--- config.mk ---
export PLATFORM = sky130hd
export DESIGN_NAME = keypad_entry
export DESIGN_NICKNAME = d
export VERILOG_FILES = /design/src/rtl/keypad_entry.sv
export SDC_FILE = /design/constraint.sdc
export NUM_CORES = 1
export LEC_CHECK = 0
export BUFFER_PORTS_ARGS = -buffer_cell sky130_fd_sc_hd__clkbuf_2
export CAP_MARGIN = 20
export CORE_MARGIN = 2
export CORE_UTILIZATION = 42
export CTS_BUF_LIST = sky130_fd_sc_hd__clkbuf_4
export CTS_CLUSTER_SIZE = 25
export DETAILED_ROUTE_END_ITERATION = 16
export GPL_ROUTABILITY_DRIVEN = 0
export PLACE_DENSITY = 0.6
export SLEW_MARGIN = 20
export SYNTH_ARGS = -nofsm -noshare
export SYNTH_HDL_FRONTEND = slang
export SYNTH_SLANG_ARGS = --single-unit
--- constraint.sdc ---
create_clock -name clk -period 3.7 [get_ports clk]
set_input_delay 0.74 -clock clk [delete_from_list [all_inputs] [get_ports clk]]
set_output_delay 0.74 -clock clk [all_outputs]
set_load 0.03 [all_outputs]
--- src/rtl/keypad_entry.sv ---
// Debounced keypad entry: turns raw scanner key_down/key_code into up to three
// decimal digits plus enter, backspace, clear-entry and command key events.
module keypad_entry #(
  parameter int STABLE_CYCLES = 50000
) (
  input  logic       clk,
  input  logic       rst,
  input  logic       key_down,
  input  logic [3:0] key_code,
  input  logic       clear,
  output logic [9:0] entry_value,
  output logic [1:0] entry_digits,
  output logic       num_valid,
  output logic       cmd_valid,
  output logic [3:0] cmd_code,
  output logic       err
);

  localparam int CW = $clog2(STABLE_CYCLES + 1);

  typedef enum logic [1:0] {IDLE, PRESS_DB, HELD, RELEASE_DB} state_t;

  state_t          state;
  logic [CW-1:0]   cnt;
  logic [3:0]      code_q;
  logic [CW-1:0]   cnt_inc;
  logic            cnt_done;
  logic            accept;
  logic [13:0]     append_sum;
  logic [9:0]      append_value;
  logic [9:0]      shifted_down;

  assign cnt_inc      = cnt + CW'(1);
  assign cnt_done     = (cnt_inc == CW'(STABLE_CYCLES));
  assign append_sum   = 14'(entry_value) * 14'd10 + 14'(key_code);
  assign append_value = (append_sum > 14'd999) ? 10'd999 : append_sum[9:0];
  assign shifted_down = entry_value / 10'd10;

  // A key is accepted on the edge that would record its STABLE_CYCLES-th stable sample
  always_comb begin
    accept = 1'b0;
    case (state)
      IDLE:     accept = key_down && (STABLE_CYCLES == 1);
      PRESS_DB: accept = key_down && (key_code == code_q) && cnt_done;
      default:  accept = 1'b0;
    endcase
  end

  always_ff @(posedge clk) begin
    if (rst) begin
      state        <= IDLE;
      cnt          <= '0;
      code_q       <= '0;
      entry_value  <= '0;
      entry_digits <= '0;
      cmd_code     <= '0;
      num_valid    <= 1'b0;
      cmd_valid    <= 1'b0;
      err          <= 1'b0;
    end else begin
      num_valid <= 1'b0;
      cmd_valid <= 1'b0;
      err       <= 1'b0;

      case (state)
        IDLE: begin
          if (key_down) begin
            code_q <= key_code;
            if (accept) begin
              state <= HELD;
              cnt   <= '0;
            end else begin
              state <= PRESS_DB;
              cnt   <= CW'(1);
            end
          end
        end
        PRESS_DB: begin
          if (!key_down) begin
            state <= IDLE;
            cnt   <= '0;
          end else if (key_code != code_q) begin
            code_q <= key_code;
            cnt    <= CW'(1);
          end else if (accept) begin
            state <= HELD;
            cnt   <= '0;
          end else begin
            cnt <= cnt_inc;
          end
        end
        HELD: begin
          if (!key_down) begin
            if (STABLE_CYCLES == 1) begin
              state <= IDLE;
            end else begin
              state <= RELEASE_DB;
              cnt   <= CW'(1);
            end
          end
        end
        RELEASE_DB: begin
          if (key_down) begin
            state <= HELD;
            cnt   <= '0;
          end else if (cnt_done) begin
            state <= IDLE;
            cnt   <= '0;
          end else begin
            cnt <= cnt_inc;
          end
        end
        default: begin
          state <= IDLE;
          cnt   <= '0;
        end
      endcase

      // Command keys survive a concurrent clear; entry-editing keys do not
      if (accept) begin
        if (key_code >= 4'hD) begin
          cmd_code  <= key_code;
          cmd_valid <= 1'b1;
        end else if (!clear) begin
          if (key_code <= 4'd9) begin
            if (entry_digits != 2'd3) begin
              entry_value  <= append_value;
              entry_digits <= entry_digits + 2'd1;
            end else begin
              err <= 1'b1;
            end
          end else if (key_code == 4'hA) begin
            if (entry_digits != 2'd0) num_valid <= 1'b1;
            else                      err       <= 1'b1;
          end else if (key_code == 4'hB) begin
            if (entry_digits != 2'd0) begin
              entry_value  <= shifted_down;
              entry_digits <= entry_digits - 2'd1;
            end
          end else begin
            entry_value  <= '0;
            entry_digits <= '0;
          end
        end
      end

      // The committed number stays visible for the num_valid cycle, then empties
      if (clear || num_valid) begin
        entry_value  <= '0;
        entry_digits <= '0;
      end
    end
  end

endmodule
==> impl_results.md <==
* Run status: finished, final reports clean
* Vias in the first global route at about 3,400
* Startpoint Class: flip-flop
* Multi-input logic area at ~2800 sq um
* Worst VDD drop at 139.8 uV
* Tmin final at between 3000 and 4000 ps
* Die X at between 90 and 100 microns
* Net Sw Frac at 0.2524
* Max-cap violations at 0
* Fin area at 4141 sq um
* Num CTS Buffers at 5
* Count leader, synth: dfxtp_1
* Initial antenna violation count at 0
* Post-synth top area cell: dfxtp_1
* Avg Cell Area, Syn at 7.603 sq um
* Final worst path period share at 0.9401
* Fin. max-slew vios at 0
* Via count of the routed design at 3,819
* Hold Fails Final Rpt at 0
* Top_reg_cell synth: dfxtp_1
* Slew HR at 0.3316
* IO buf count at 26
* WL final at 9808 microns
* Row count at 34
* DRC Markers at 0
* Vias/cell at 6.091
* H-tree levels at 2
* ANT cells at 0
* R2r setup slk at ~220 ps
* Async set or reset register ratio after synthesis at 0
* Main area contributors after synthesis: dfxtp_1 (22%), ha_1 (7.3%), a21oi_1 (5.1%)
* Hold Crit Depth at 2
* Unique masters post-synth at 78
* Warnings from Yosys at 0
* Largest net degree at the start of global routing at 23
* Setup TNS at 0 ps
* Core area at between 8000 and 9000 sq um
* Final Setup Violations at 0
* Total GRT Usage at 0.2049
* Layout Area Growth over Synthesis at 10.04%
* Post-route ant nets at 0
* Post-CTS Setup Repair Bufs at 0
* Yosys top cell area share at 0.2181
* Detailed placement HPWL at between 7000 and 8000 microns
* Die area at 9734 sq um
* GRT overflow at 0
* Worst slew pin tran at slightly below 1000 ps
* Part of the power in the clock network at 0.371
* Reg2reg path depth at 11
* Synthesized instance count at roughly 500
* Clk sink count at 41
* Fin nets at 550
* Post-synth EDFFs at 0
* Worst-Skew Late Latency at 360 ps
* First-pass GRT wire length at between 15,000 and 20,000 microns
* Net Count, Synth at about 530
* Synth Register Bits at ~40
* CTS tree: yes
* Crit end category: flip-flop
* I/O Pins at 27
* Root buf cell: clkbuf_4
* Hold Startpoint: code_q[1]
* CTS Buffer Depth at 2
* Initial core utilization at 0.4316
* RR Endpoint: entry_value[0]
* Share of power burned in registers at 0.553
* Fill cell count at around 890
* Routed wire per std cell at ~16 microns
* Leak at 1.604 nW
* Drt first-iter violations at 220
* Worst Clk Skew at roughly 25 ps
* Synthesized cell area at approximately 3800 sq um
* Die Ht at approximately 100 microns
* Storage cell area at ~800 sq um
* Switching pwr at slightly above 0.0002 W
* Fin cells at about 630
* First-pass detailed-route iteration total at 5
* Hold Crit Class: reg -> reg
* Reg2reg start: entry_value[3]
* Worst Path Max Fanout at 8
* P per Cell Area at roughly 200 nW/um^2
* Placed Instance Area at 4059 sq um
* Internal power at around 0.00061 W
* Overall power at 0.0008179 W
* Placed cell count at around 620
* Setup Crit Path Kind: reg -> reg
* Register area share after synthesis at 0.2181
* RSZ-0062 raised after global routing: no
* Share of layout cells above drive strength 1 at 0.1445
* Hold EP: code_q[1]
* Max Clk Rate at 0.2875 GHz
* Worst EP required at between 3000 and 4000 ps
* Clock transition at path regs at 140 ps
* Combinational Power Share at 0.076
* Post-synth top cells: dfxtp_1 (41), a21oi_1 (38), nor2_1 (38)
* Crit path DAT at between 3000 and 4000 ps
==> stage by stage <==
step	setup WS [ps]	hold slack, ps	utilization
after floorplan	146.8	447.8	-
after global placement	323.2	453.2	0.4654
after detailed placement	197.2	458.1	0.4654
after CTS	167.6	480.4	0.4747
after global routing	4.882	501.3	0.4749
final	221.6	478.4	0.4749
==> kinds of logic (layout without fill, tap and decap cells) <==
kind of cell | Yosys count | after routing | share of synthesized area
and+or+nand+nor | 192 | 192 | 0.2899
adders and majority gates | 25 | 25 | 0.08644
muxes | 6 | 6 | 0.01596
buffers and inverters | 48 | 72 | 0.04986
AOI/OAI and AO/OA | 165 | 165 | 0.2942
DFF | 41 | 41 | 0.2181
xor gates and xnor gates | 18 | 18 | 0.04555
==> layout by cell type, fill, tap and decap left out, types with 9 or more instances in the layout <==
| cell type | synthesis | final |
|---|---|---|
| dfxtp_1 | 41 | 40 |
| nor2_1 | 38 | 38 |
| a21oi_1 | 38 | 38 |
| nand2_1 | 35 | 35 |
| o21ai_0 | 26 | 26 |
| clkbuf_2 | 0 | 26 |
| ha_1 | 22 | 22 |
| nand3_1 | 21 | 21 |
| buf_4 | 0 | 20 |
| o21ai_1 | 18 | 18 |
| inv_1 | 17 | 17 |
| nor3_1 | 14 | 14 |
| nand2b_1 | 11 | 11 |
| nor2b_1 | 10 | 10 |
| xor2_1 | 9 | 9 |
| a211oi_1 | 9 | 9 |
| o211ai_1 | 9 | 9 |
| o21a_1 | 9 | 9 |
==> power groups by stage <==
stage / clock network [W] / registers, W / logic, W
finish: 0.000304 / 0.000452 / 0.0000622
global route: 0.000331 / 0.000453 / 0.0000692
detailed placement: 0 / 0.000462 / 0.0000620
global placement: 0 / 0.000461 / 0.0000616
CTS: 0.000313 / 0.000452 / 0.0000624
floorplan: 0 / 0.000459 / 0.0000429
==> timing repair <==
action	4_1_cts	5_1_grt
hold buffers	0	0
setup endpoints to repair	0	3
resized for setup	0	1
==> flip-flops by register name (all words and copies together) (netlist names), named ones only <==
register,flops
cnt,16
err,1
entry_digits,2
state,1
entry_value,10
cmd_valid,1
code_q,4
cmd_code,4
num_valid,1
==> worst max-delay path by stage <==
stage,from,cells after the start,end,slack [ps]
finish,entry_value[3],11,entry_value[0],220
global route,entry_value[3],11,entry_value[0],5
CTS,entry_value[2],12,entry_value[0],170
detailed placement,entry_value[2],12,entry_value[0],200
global placement,key_code[1],11,entry_value[0],320
floorplan,entry_value[3],11,entry_value[0],150
==> final cells by class <==
type,count,share of cell area
Clock buffer,5,0.009063
Clock inverter,3,0.01057
Inverter,18,0.01631
Multi-Input combinational cell,406,0.6653
Sequential cell,41,0.1985
Tap cell,108,0.03263
Timing Repair Buffer,46,0.06767
==> worst max-delay path, stage by stage, from the launching register on <==
cell and delay, ps:
dfxtp_1 430, ha_1 260, ha_1 210, inv_1 70
fa_1 420, or4_1 550, xnor3_1 270, a31oi_1 70
o221ai_1 280, nand3_1 290, o211a_1 290, o31a_1 230
==> routing by layer <==
metal | track usage | vias up | part of all wire
met4 | 0.03793 | 0 | 0.0076
li1 | - | 1915 | -
met5 | 0 | - | 0
met1 | 0.3049 | 1806 | 0.50
met2 | 0.3218 | 92 | 0.45
met3 | 0.02411 | 6 | 0.038
(Power assumes the default switching activity.)
